### src/rtl/exec_ctrl.sv
// Execution controller: gates datapath commits with run/halt/step-N, one PC breakpoint and illegal-insn halt.
// Optional perf counters (cycle/retire) are built only when EXEC_CTRL_PERF_EN is defined.
module exec_ctrl #(
    parameter bit RUN_ON_RST = 1'b1,
    parameter int STEP_W     = 8
) (
    input  logic              i_clk,
    input  logic              i_rst,
    input  logic              i_cmd_vld,
    input  logic [1:0]        i_cmd,
    input  logic [STEP_W-1:0] i_step_n,
    input  logic [31:0]       i_pc,
    input  logic              i_insn_vld,
    input  logic              i_bp_en,
    input  logic [31:0]       i_bp_addr,
    output logic              o_pc_en,
    output logic              o_halted,
    output logic [2:0]        o_halt_cause,
    output logic [31:0]       o_halt_pc,
    output logic [31:0]       o_cycle_cnt,
    output logic [31:0]       o_retire_cnt
);

    typedef enum logic [1:0] {
        ST_RUN  = 2'd0,
        ST_STEP = 2'd1,
        ST_HALT = 2'd2
    } state_e;

    localparam logic [1:0] CMD_HALT = 2'b00;
    localparam logic [1:0] CMD_RUN  = 2'b01;
    localparam logic [1:0] CMD_STEP = 2'b10;

    localparam logic [2:0] CAUSE_NONE    = 3'd0;
    localparam logic [2:0] CAUSE_CMD     = 3'd1;
    localparam logic [2:0] CAUSE_STEP    = 3'd2;
    localparam logic [2:0] CAUSE_BP      = 3'd3;
    localparam logic [2:0] CAUSE_ILLEGAL = 3'd4;

    state_e            state_q, state_d;
    logic [STEP_W-1:0] step_left_q, step_left_d;
    logic              bp_skip_q, bp_skip_d;
    logic [2:0]        cause_q, cause_d;
    logic [31:0]       halt_pc_q, halt_pc_d;
    logic              pc_pend_q, pc_pend_d;

    logic active;
    logic bp_hit;
    logic retire;
    logic cmd_halt;
    logic cmd_run;
    logic cmd_step;

    assign active   = (state_q == ST_RUN) || (state_q == ST_STEP);
    assign bp_hit   = i_bp_en && (i_pc == i_bp_addr) && !bp_skip_q;
    assign retire   = active && i_insn_vld && !bp_hit;
    assign cmd_halt = i_cmd_vld && (i_cmd == CMD_HALT);
    assign cmd_run  = i_cmd_vld && (i_cmd == CMD_RUN);
    assign cmd_step = i_cmd_vld && (i_cmd == CMD_STEP);

    assign o_pc_en      = retire;
    assign o_halted     = (state_q == ST_HALT);
    assign o_halt_cause = cause_q;
    assign o_halt_pc    = halt_pc_q;

    always_comb begin
        // NOTE: every variable gets a default before any branch, so no path can infer a latch.
        state_d     = state_q;
        step_left_d = step_left_q;
        bp_skip_d   = bp_skip_q;
        cause_d     = cause_q;
        halt_pc_d   = halt_pc_q;
        pc_pend_d   = 1'b0;

        // STEP/CMD halts retire on the entry edge, so the next PC is only visible a cycle later.
        if (pc_pend_q) begin
            halt_pc_d = i_pc;
        end
        if (retire) begin
            bp_skip_d = 1'b0;
        end

        case (state_q)
            ST_RUN, ST_STEP: begin
                if (bp_hit) begin
                    state_d   = ST_HALT;
                    cause_d   = CAUSE_BP;
                    halt_pc_d = i_pc;
                end else if (!i_insn_vld) begin
                    state_d   = ST_HALT;
                    cause_d   = CAUSE_ILLEGAL;
                    halt_pc_d = i_pc;
                end else if ((state_q == ST_STEP) && (step_left_q <= STEP_W'(1))) begin
                    state_d   = ST_HALT;
                    cause_d   = CAUSE_STEP;
                    pc_pend_d = 1'b1;
                end else if (cmd_halt) begin
                    state_d   = ST_HALT;
                    cause_d   = CAUSE_CMD;
                    pc_pend_d = 1'b1;
                end else if (state_q == ST_STEP) begin
                    step_left_d = step_left_q - STEP_W'(1);
                end
            end
            ST_HALT: begin
                if (cmd_run) begin
                    state_d   = ST_RUN;
                    bp_skip_d = 1'b1;
                end else if (cmd_step) begin
                    state_d     = ST_STEP;
                    bp_skip_d   = 1'b1;
                    step_left_d = (i_step_n == '0) ? STEP_W'(1) : i_step_n;
                end
            end
            default: begin
                state_d = ST_HALT;
            end
        endcase
    end

    always_ff @(posedge i_clk) begin
        // NOTE: sequential state uses non-blocking assignments only, so all flops update together.
        if (i_rst) begin
            state_q     <= RUN_ON_RST ? ST_RUN : ST_HALT;
            step_left_q <= '0;
            bp_skip_q   <= 1'b1;
            cause_q     <= CAUSE_NONE;
            halt_pc_q   <= 32'd0;
            pc_pend_q   <= 1'b0;
        end else begin
            state_q     <= state_d;
            step_left_q <= step_left_d;
            bp_skip_q   <= bp_skip_d;
            cause_q     <= cause_d;
            halt_pc_q   <= halt_pc_d;
            pc_pend_q   <= pc_pend_d;
        end
    end

`ifdef EXEC_CTRL_PERF_EN
    localparam logic [1:0] CMD_CLEAR = 2'b11;

    logic        cmd_clear;
    logic [31:0] cycle_cnt_q, cycle_cnt_d;
    logic [31:0] retire_cnt_q, retire_cnt_d;

    assign cmd_clear = i_cmd_vld && (i_cmd == CMD_CLEAR);

    always_comb begin
        cycle_cnt_d  = cycle_cnt_q + {31'd0, active};
        retire_cnt_d = retire_cnt_q + {31'd0, retire};
        if (cmd_clear) begin
            cycle_cnt_d  = 32'd0;
            retire_cnt_d = 32'd0;
        end
    end

    always_ff @(posedge i_clk) begin
        if (i_rst) begin
            cycle_cnt_q  <= 32'd0;
            retire_cnt_q <= 32'd0;
        end else begin
            cycle_cnt_q  <= cycle_cnt_d;
            retire_cnt_q <= retire_cnt_d;
        end
    end

    assign o_cycle_cnt  = cycle_cnt_q;
    assign o_retire_cnt = retire_cnt_q;
`else
    assign o_cycle_cnt  = 32'd0;
    assign o_retire_cnt = 32'd0;
`endif

endmodule

### config.mk
export PLATFORM = sky130hd
export DESIGN_NAME = exec_ctrl
export DESIGN_NICKNAME = d
export VERILOG_FILES = /design/src/rtl/exec_ctrl.sv
export SDC_FILE = /design/constraint.sdc
export NUM_CORES = 1
export LEC_CHECK = 0
export BUFFER_PORTS_ARGS = -buffer_cell sky130_fd_sc_hd__buf_2
export CAP_MARGIN = 0
export CORE_AREA = 2 2 85 87
export DETAILED_ROUTE_END_ITERATION = 12
export DIE_AREA = 0 0 87 89
export PLACE_DENSITY_LB_ADDON = 0.2
export REMOVE_ABC_BUFFERS = 1
export SYNTH_ARGS = -nofsm -noshare
export SYNTH_HDL_FRONTEND = slang
export SYNTH_SLANG_ARGS = --single-unit
### constraint.sdc
create_clock -name i_clk -period 3.4 [get_ports i_clk]
set_clock_uncertainty 0.05 [all_clocks]
set_input_delay 0.17 -clock i_clk [delete_from_list [all_inputs] [get_ports i_clk]]
set_output_delay 0.17 -clock i_clk [all_outputs]
set_load 0.005 [all_outputs]
======== After elaboration in Yosys (flattened, before gate mapping) ========
Cells that the tools add are included.
cells by class
  add/sub/neg operators ................... 1
  magnitude comparators ................... 1
  equal/unequal tests ..................... 15
  multiplexer cells ....................... 30
  bitwise logic cells ..................... 2
  reduce and logical (&&, ||, !) cells .... 20
operator list
  kind                                                                              count
  32-bit 2-to-1 mux                                                                 4
  8-bit 2-to-1 mux                                                                  8
  32-bit equality test                                                              1
  8-bit case mux with 2 select lines                                                1
  2-bit 2-to-1 mux                                                                  6
  3-bit 2-to-1 mux                                                                  4
  2-bit != test, second input constant                                              6
  8-bit by 1-bit less-or-equal comparator with 1-bit output, second input constant  1
  1-bit logical AND                                                                 8
  8-bit zero test                                                                   1
  8-bit AND reduction                                                               1
  8-bit by 1-bit subtractor with 8-bit output, second input constant                1
  1-bit 2-to-1 mux                                                                  6
  5-bit != test, second input constant                                              1
  2-bit by 1-bit equality test with 1-bit output, second input constant             2
  2-bit equality test, second input constant                                        2
  2-bit zero test                                                                   2
  4-bit by 1-bit != test with 1-bit output, second input constant                   1
  2-bit case mux with 2 select lines                                                1
  2-bit AND reduction                                                               2
  4-bit OR reduction                                                                1
  3-bit by 1-bit != test with 1-bit output, second input constant                   1
  1-bit zero test                                                                   2
  2-bit by 1-bit != test with 1-bit output, second input constant                   1
  4 further kinds                                                                   5
word-level totals
  bits in registers ....................... 47
  bits of input ports ..................... 79
  output and inout port bits .............. 101
  word-level logic and storage cells ...... 75

======== Logic depth before layout (Yosys ltp) ========
Gate-level depths: netlist of the first run.
  word-level depth ........................ 9
  mapped depth ............................ 8
  mapped depth without buffers ............ 8

======== Worst setup path after synthesis of the first run ========
No wires, ideal clock.
  path type ............................... register to register
  from .................................... register step_left_q[2]
  to ...................................... register cause_q[1], in the netlist o_halt_cause[1]
  library setup time ...................... 58 ps
  arrival time ............................ 1,717 ps
  setup slack ............................. 1,575 ps
  stages on the path, launching flop included .. 6
  path buffers ............................ 0
  period minus slack after synthesis ...... 1,825 ps
  cells stage by stage .................... dfxtp_1 > or3_1 > or4_1 > and2_1 > a31oi_1 > o21a_1
on the way
  longest elaborated chain between the ends .. 5
RTL lines
  element                                                      RTL line  RTL
  start, declared                                              41        logic [STEP_W-1:0] step_left_q, step_left_d;
  start signal, assigned                                       132       step_left_q <= step_left_d;
  8-bit by 1-bit less-or-equal comparator with 1-bit output *  93        end else if ((state_q == ST_STEP) && (step_left_q <= STEP_W'(1))) begin
  1-bit logical AND *                                          93
  3-bit 2-to-1 mux                                             93
  3-bit 2-to-1 mux                                             89        end else if (!i_insn_vld) begin
  3-bit 2-to-1 mux                                             85        if (bp_hit) begin
  end signal, assigned                                         134       cause_q <= cause_d;
  end, declared                                                43        logic [2:0] cause_q, cause_d;
Mark *: on every way between the ends. The rest lies on a longest branch, timed or not.
A chain may end at the register's enable or synchronous reset.

======== Final worst setup path of the first run ========
  from .................................... register state_q[1]
  to ...................................... register step_left_q[3]
on the way
  longest elaborated chain between the ends .. 4
RTL lines
  element                                                                            RTL line     RTL
  start, declared                                                                    40           state_e state_q, state_d;
  start signal, assigned                                                             124          state_q <= RUN_ON_RST ? ST_RUN : ST_HALT;
  start signal, assigned                                                             131          state_q <= state_d;
  2-bit by 1-bit equality test with 1-bit output or 2-bit zero test (tied branches)  83, 93, 101
  2-bit OR reduction or 1-bit logical AND (tied branches)                            83, 93
  2-bit != test (no line) or 2-bit nonzero test (tied branches)                      n/a
  8-bit AND reduction (no line)                                                      n/a
Parallel ways exist; a longest one is shown, timed or not.

==> flow_results.org, run 1 <==
** Setup path
- The worst setup path is captured at a flop.
- In this run the critical register-to-register path is launched from state_q[1].
- Endpoint of the worst setup timing path :: step_left_q[3]
- Req. time, crit path :: ~3.6 ns
- Worst reg-to-reg setup slack :: ~1.3 ns
- Largest stage delay on the critical path :: between 0.5 and 0.6 ns
- STA classifies the critical path startpoint as a flop.
- CP Launch Point :: state_q[1]
- Worst flop-to-flop path endpoint :: step_left_q[3]
- For the worst flop-to-flop path, the logic depth is 7.
- Worst path arrival time :: around 2.3 ns
- The critical path goes through nand2b_1 > inv_1 > buf_4 > nand3_1 > or3_1 > o31a_2 > o22ai_1.
- Along the worst path, the maximum fanout reaches 21.
- Critical-path top delay cell :: sky130_fd_sc_hd__dfxtp_1
- Critical path start-end classification :: reg2reg

** Routing
- Total vias in the final route :: 2649
- Sum of routed wire segments on met1 :: approximately 3.1 mm
- Dividing the detail-routed wire length by the instance count gives about 13 um.
- Violation count after the first detailed-routing iteration :: 55
- Post-detailed-route count of antenna-violating nets :: 0
- After detailed routing, no signal wire sits above met4.
- In the routed layout, each cell is associated on average with a via count of about 4.7.
- Summed over all layers, the routed wires come to 7.13 mm.
- After detailed routing, the number of remaining DRC violations is 0.
- The pre-antenna-repair detailed-routing pass consisted of 4 iterations.
- Met2 wire length :: around 3.4 mm
- Wire segments on met3 add up to 493 um in the final route.

** Timing
- Total of endpoints with negative setup slack in the final report :: 0
- After layout, the worst path uses around 62% of the clock period.
- Final number of max-transition violations :: 0
- Post-route minimum period :: about 2.1 ns
- Aggregate negative setup slack :: 0 ns
- Static timing analysis puts the maximum clock frequency at roughly 470 MHz.
- For the pin with the worst max-slew slack, the measured transition is between 0.5 and 0.6 ns.
- The number of hold-slack violations in the final timing report was 0.
- In this run the tightest slew margin relative to its limit is between 60% and 70%.
- Setup repair after global routing left no endpoint under its margin.

** Final layout
- Cells fill 55.2% of the core in the end.
- 0 antenna diodes ended up in the layout.
- Number of nets at the end of the flow :: roughly 560
- Cells with a size suffix above 1 make up 28.1% of the layout.
- Final cell count without fillers :: 564
- Layout area overhead :: 14.4%

** GRT
- First-pass GRT wire length :: around 11 mm
- Entering global routing, the biggest net connects 57 pins.
- After global routing the overflow that remains totals 0.
- Number of global-route vias before repair :: about 2400
- Overall routing resource usage :: between 10% and 20%
- Number of antenna violations at the first check in global routing :: 0

** Clock tree
- TritonCTS built the clock tree.
- Clk pin slew, worst setup/hold paths :: ~0.090 ns
- Root cell of the clock tree :: sky130_fd_sc_hd__clkbuf_8
- Clock insertion delay at the later pin of the skew report :: ~0.3 ns
- Number of instances resized during post-cts repair :: 0
- For this design, the CTS-stage hold fixing added 0 buffers.
- The number of clock buffers added by TritonCTS is 5.
- After clock tree synthesis, the setup repair step added 0 buffers.
- In this run the deepest clock path goes through 2 buffers.
- Clock Sink Count :: 47
- Htree depth :: 2

** Floorplanning
- The die covers 7740 sq um.
- After floorplanning, the core was sized to cover ~6700 sq um.
- Pin placement for this block handled between 150 and 200 I/O pins.
- The floorplan step set the die height to about 89 um.
- The die is between 80 and 90 um wide.
- Initial core utilization :: between 40% and 50%
- After floorplanning, the core was divided into 30 placement rows.

** Placement
- During placement, the flow inserted port buffers numbering roughly 120.
- DP HPWL :: 5.49 mm
- Routability congestion estimate from global placement :: approximately 0.8
- Cell Count Post-Placement :: 556

** Power and ir drop
- IR analysis of the VDD net gives a maximum drop of around 0.17 mV.
- Sequential cells burn around half of the power.
- Cell area power density :: between 300 and 400 nW/um^2
- Summed over all cells, the static leakage comes to 1.83 nW.
- Fraction of power spent switching nets :: roughly 30%
- Cell internal power was estimated by the tool at 0.873 mW.
- Proportion of power drawn by the clock network :: ~27%
- The share of total power dissipated in combinational logic is approximately a quarter.
- The analysis attributes to net switching a power of about 0.37 mW.

** Status
- The run finished with clean final reports.

** Logic synthesis
- Number of warnings printed during yosys synthesis :: 0
- Counting every instance in the synthesized netlist gives roughly 370.
- In this run the mean area of a mapped cell was 8.69 sq um.
- Number of enable flip-flop cells after synthesis :: 0
- Synthesis inferred between 40 and 50 register bits.
- Sequential fraction of the synthesis area :: ~29%
- The synthesized netlist contains between 40 and 50 unique library cells.
- In the synthesized netlist the dominant register cell turns out to be sky130_fd_sc_hd__dfxtp_1.
- In the synthesized netlist the async set-or-reset flop fraction comes to 0%.
- Post-synthesis cell area :: between 3000 and 4000 sq um

** Min path
- The worst hold path belongs to the class in2reg.

** Run
- Max-cap viol count :: 0
==> power by group through the flow <==
stage	combinational (mW)	clock [mW]	sequential (mW)
after floorplan	0.168	0	0.618
after global placement	0.294	0	0.616
after detailed placement	0.299	0	0.617
after CTS	0.301	0.355	0.605
after global routing	0.334	0.371	0.609
final	0.299	0.340	0.604
==> registers in the layout (all words and copies together), names as in the netlist <==
| signal | cells |
|---|---|
| state_q | 2 |
| step_left_q | 8 |
| o_halt_pc | 32 |
| o_halt_cause | 3 |
| bp_skip_q | 1 |
| pc_pend_q | 1 |
==> cells in the final DEF (no fill, tap or decap), drive strengths merged, types with 4 or more instances in the layout <==
cell type,count
xnor2,28
buf,119
or3,5
mux2i,32
o21ai,9
dfxtp,47
nand2,9
nor3,11
xor2,5
nor4,5
a21oi,12
nand3,4
clkbuf,6
nand4,7
conb,64
nor2,10
o311ai,4
inv,8
nand2b,68
==> worst min-delay path by stage <==
stage	startpoint	end	depth (start not counted)
floorplan	i_rst	o_halt_cause[0]	1
global placement	i_pc[21]	o_halt_pc[21]	3
detailed placement	i_step_n[6]	step_left_q[6]	3
CTS	i_pc[19]	o_halt_pc[19]	3
global route	i_pc[6]	o_halt_pc[6]	3
finish	i_pc[8]	o_halt_pc[8]	3
==> cell type report <==
cell class                      instances  area, sq um
Fill cell                             639         3010
Clock buffer                            6         72.6
Sequential cell                        47          941
Timing Repair Buffer                  119          606
Clock inverter                          2         12.5
Tap cell                               80          100
Inverter                                8         30.0
Multi-Input combinational cell        302         1950
==> kinds of logic after synthesis <==
| family | Yosys count | share of synthesized area [%] |
|---|---|---|
| AND/OR/NAND/NOR | 129 | 24.4 |
| buffers and inverters | 87 | 18.4 |
| flip-flops | 47 | 29.0 |
| AO/OA/AOI/OAI | 42 | 8.49 |
| XOR/XNOR | 33 | 8.92 |
| multiplexers | 32 | 9.88 |
| adder cells (fa/ha/maj) | 2 | 0.772 |
| other | 1 | 0.116 |
==> metal layers <==
layer / GRT usage (%) / vias to the layer above
met5: 0 / -
met2: 30.5 / 103
met1: 22.3 / 1195
met3: 3.23 / 8
li1: - / 1343
met4: 5.11 / 0
==> critical path: cells and delay by family (launching register included) <==
family	cells	cell delay (ns)
buffers and inverters	2	0.31
AND/OR/NAND/NOR	3	0.76
flip-flops	1	0.57
AO/OA/AOI/OAI	2	0.36
==> through the flow <==
stage                     power [mW]  hold WS (ns)  setup WS, ns  cell area, sq um
after floorplan                0.786         0.185         0.569              2910
after global placement         0.910         0.398          1.23              3620
after detailed placement       0.916         0.405          1.17              3620
after CTS                       1.26        0.0748          1.27              3710
after global routing            1.31        0.0751          1.09              3710
final                           1.24        0.0803          1.29              3710
==> cell usage after synthesis (2+ instances only) <==
master | n | share of area (%)
sky130_fd_sc_hd__nor3_1 | 9 | 1.4
sky130_fd_sc_hd__ha_1 | 2 | 0.77
sky130_fd_sc_hd__nand2b_1 | 68 | 13
sky130_fd_sc_hd__nand2_1 | 9 | 1.0
sky130_fd_sc_hd__nand3b_1 | 3 | 0.69
sky130_fd_sc_hd__dfxtp_1 | 47 | 29
sky130_fd_sc_hd__a31oi_1 | 3 | 0.58
sky130_fd_sc_hd__o21ai_1 | 6 | 0.93
sky130_fd_sc_hd__nand4_1 | 7 | 1.4
sky130_fd_sc_hd__nor4_1 | 4 | 0.77
sky130_fd_sc_hd__nor2_1 | 10 | 1.2
sky130_fd_sc_hd__clkbuf_1 | 10 | 1.2
sky130_fd_sc_hd__buf_4 | 64 | 15
sky130_fd_sc_hd__xor2_1 | 5 | 1.4
sky130_fd_sc_hd__o21a_1 | 3 | 0.69
sky130_fd_sc_hd__inv_1 | 8 | 0.93
sky130_fd_sc_hd__or3_1 | 4 | 0.77
sky130_fd_sc_hd__nor3_2 | 2 | 0.62
sky130_fd_sc_hd__o22ai_1 | 2 | 0.39
sky130_fd_sc_hd__nand3_1 | 3 | 0.46
sky130_fd_sc_hd__a21oi_1 | 12 | 1.9
sky130_fd_sc_hd__mux2i_1 | 32 | 9.9
sky130_fd_sc_hd__buf_6 | 4 | 1.4
sky130_fd_sc_hd__xnor2_1 | 28 | 7.6
sky130_fd_sc_hd__a211oi_1 | 2 | 0.46
sky130_fd_sc_hd__o21ai_0 | 3 | 0.46
sky130_fd_sc_hd__o311ai_0 | 4 | 1.1
sky130_fd_sc_hd__nor2b_1 | 2 | 0.39
No activity file was read; power rests on OpenSTA's default activity.
==> run 2: changes to the inputs <==
Settings changed: CORE_AREA 2 2 85 87 to 2 2 92 94, DIE_AREA 0 0 87 89 to 0 0 94 96.
Clock period 3.4 ns to 1.91 ns, I/O delays scaled along.
==> flow_results.org, run 2 (same netlist as run 1, synthesis figures left out) <==
** Status
- Status :: complete, no violations (unchanged)

** GRT
- The overflow left after global routing was 0 (unchanged).
- The overall routing resource usage is 15.5% (was 17.6%).
- Number of antenna violations at the first check in global routing :: 0 (unchanged)
- First-pass GRT wire length :: 11.1 mm (was 10.9 mm)
- The maximum number of pins on one net before global-route repair is 41 (was 57).
- The via count of the first global-routing pass came to 2470 (was 2399).

** Min path
- Launch point of the worst hold path :: i_pc[30] (was i_pc[8])
- Worst min-delay path class :: in2reg (unchanged)
- The sink of the worst hold path is o_halt_pc[30] (was o_halt_pc[8]).
- The hold path depth came to 3 (unchanged).

** Placement
- DP HPWL :: 5.81 mm (was 5.49 mm)
- Cell Count Post-Placement :: 602 (was 556)
- # port buffers :: 115 (unchanged)
- Routability congestion estimate from global placement :: 0.819 (was 0.792)

** Setup path
- Worst path cell trace: or3_4 > o311a_4 > nand3_4 > buf_6 > o21ai_2 > o21a_1 > o32ai_2 (was nand2b_1 > inv_1 > buf_4 > nand3_1 > or3_1 > o31a_2 > o22ai_1).
- The worst endpoint data arrival time is 2.05 ns (was 2.29 ns).
- The delay of the slowest cell on the worst path came to 0.41 ns (was 0.57 ns).
- Critical-path top delay cell :: sky130_fd_sc_hd__or3_4 (was sky130_fd_sc_hd__dfxtp_1)
- The startpoint kind of the worst setup timing path is a flop (unchanged).
- The endpoint required time on the critical path was 2.08 ns (was 3.58 ns).
- The category of cells accounting for the largest share of critical-path delay is compound AO/OA/AOI/OAI gates (was simple AND/OR/NAND/NOR gates).
- The number of cell instances on the worst register-to-register path came to 7 (unchanged).
- The maximum fanout count along the critical path came to 8 (was 21).
- Worst flop-to-flop path endpoint :: step_left_q[0] (was step_left_q[3])
- Launch instance of the worst register-to-register path :: step_left_q[6] (was state_q[1])
- Worst reg-to-reg setup slack :: 0.03 ns (was 1.29 ns)
- The startpoint-to-endpoint class of the critical path was reg2reg (unchanged).
- The capturing element type of the critical path is a flop (unchanged).
- The buffer and inverter count on the worst path was 1 (was 2).

** Final layout
- The number of nets in the finished design came to 595 (was 564).
- The antenna cell count was 0 (unchanged).
- The proportion of layout cells with a drive suffix above 1 came to 35.1% (was 28.1%).
- The number of filler instances in the final layout came to 797 (was 639).
- Leading cell types in the layout, fill and taps excluded :: 115 x sky130_fd_sc_hd__buf_2, 68 x sky130_fd_sc_hd__nand2b_1, 64 x sky130_fd_sc_hd__conb_1 (unchanged)
- Flip-flop count of the largest register, all copies and words added :: 32 (unchanged)
- The final standard cell count with taps included and fillers excluded was 620 (was 564).
- The most frequent standard cell in the layout excluding fill and tap cells is sky130_fd_sc_hd__buf_2 (unchanged).
- Core occupancy in the finished layout :: 51.3% (was 55.2%)
- Layout area overhead :: 27.4% (was 14.4%)

** Routing
- The wire length per cell came to 12.1 um (was 12.6 um).
- The number of iterations in the first detailed-routing pass came to 4 (unchanged).
- Post-detailed-route count of antenna-violating nets :: 0 (unchanged)
- The routed via count came to 2829 (was 2649).
- Detailed-route vias per instance :: 4.56 (was 4.70)
- Violation count after the first detailed-routing iteration :: 94 (was 55)
- Total wirelength of the detailed-routed design :: 7.48 mm (was 7.13 mm)
- Number of DRC violations after detailed routing :: 0 (unchanged)

** Clock tree
- The library cell used as clock root buffer is sky130_fd_sc_hd__clkbuf_8 (unchanged).
- Clock Sink Count :: 47 (unchanged)
- Longest Clk Path Bufs :: 2 (unchanged)
- Total CTS buffers :: 5 (unchanged)
- The TritonCTS clock tree is yes (unchanged).
- Clock insertion delay at the later pin of the skew report :: 0.30 ns (about the same)
- Htree depth :: 2 (unchanged)
- Clk pin slew, worst setup/hold paths :: 0.09 ns (about the same)

** Floorplanning
- The standard cell core area is 8050 sq um (was 6720 sq um).
- The floorplan die width was 94 um (was 87 um).
- Number of placement rows :: 33 (was 30)
- Initial core utilization :: 40.3% (was 48.2%)
- The vertical extent of the die was 96 um (was 89 um).
- Top-level I/O count :: 180 (unchanged)
- Die footprint :: 9020 sq um (was 7740 sq um)

** Power and ir drop
- The leakage component of the power came to 2.00 nW (was 1.83 nW).
- The power density over the cells came to 564 nW/um^2 (was 335 nW/um^2).
- Worst VDD drop :: 0.279 mV (was 0.175 mV)

** Timing
- Final Hold Vio Count :: 0 (unchanged)
- The time the final worst path needs with I/O delays and setup is 1.88 ns (was 2.11 ns).
- Fraction of the cycle the final worst path needs :: 98.5% (was 62.1%)
- The setup-violating endpoint count in the final report was 0 (unchanged).
- The number of slew-limit violations in the final report was 0 (unchanged).
- Highest clock rate :: 532 MHz (was 474 MHz)
- Setup repair after global routing missed its margin: yes (was no).

** Run
- The number of maximum-capacitance constraint violations came to 0 (unchanged).
[run 2: changes by cell type in the layout (fill, tap and decap cells not counted), sizes merged]
cell / before / now
dlygate4sd3: 0 / 5
buf: 119 / 145
[run 2: routing by layer]
layer / GRT usage, % / routed length (um) / vias up
met5: 0 / 0 / -
met4: 4.11 / 64 / 0
met3: 3.45 / 570 / 4
met2: 26.8 / 3560 / 113
met1: 19.6 / 3290 / 1296
li1: - / - / 1416
[run 2: final cells by class]
type	count	area (sq um)	share of cell area, %
multi-input cells	302	2050	49.5
flip-flops and latches	47	945	22.9
clock buffers	6	82.6	2.00
well taps	105	131	3.18
inverters	8	30.0	0.727
repair buffers	150	880	21.3
clock inverters	2	16.3	0.394
[run 2: worst max path at each step]
stage                              start        endpoint  slack [ns]  depth (start not counted)
final                     step_left_q[6]  step_left_q[0]        0.03                          7
after global routing      step_left_q[6]  step_left_q[0]       -0.04                          7
after CTS                 step_left_q[2]  step_left_q[0]       0.006                          7
after detailed placement   i_bp_addr[15]  step_left_q[6]       -0.07                          9
after global placement     i_bp_addr[15]  step_left_q[3]       -0.06                          8
after floorplan               state_q[1]    o_halt_pc[0]       -0.92                          3
[run 2: stage by stage]
| stage | worst slack (ns) | setup TNS [ns] | total power, mW | instance area (sq um) | hold slack, ns |
|---|---|---|---|---|---|
| final | 0.0295 | 0 | 2.33 | 4130 | 0.0130 |
| after global placement | -0.0553 | -1.38 | 1.66 | 3840 | 0.322 |
| after CTS | 0.00563 | 0 | 2.35 | 4010 | 0.00219 |
| after floorplan | -0.921 | -29.50 | 1.40 | 2910 | 0.110 |
| after global routing | -0.0413 | -0.0704 | 2.47 | 4130 | 0.00637 |
| after detailed placement | -0.0712 | -1.68 | 1.67 | 3840 | 0.322 |
[run 2: what timing repair did]
action | in CTS | in global routing
endpoints found under the hold margin | 5 | 0
setup buffers | 1 | 4
gates resized for setup | 3 | 22
hold buffers | 5 | 0
setup endpoints to repair | 3 | 11
pin swaps | 1 | 4
[run 2: where the power goes]
| group | internal [mW] | leakage (nW) | switching, mW |
|---|---|---|---|
| clock network | 0.296 | 0.0474 | 0.356 |
| logic | 0.306 | 1.57 | 0.302 |
| registers | 1.04 | 0.386 | 0.0302 |
[run 2: tightest hold or removal path: cells and delay by family]
family | cells | cell delay, ns
mux | 1 | 0.05
buf+inv | 1 | 0.11
simple gates | 1 | 0.06
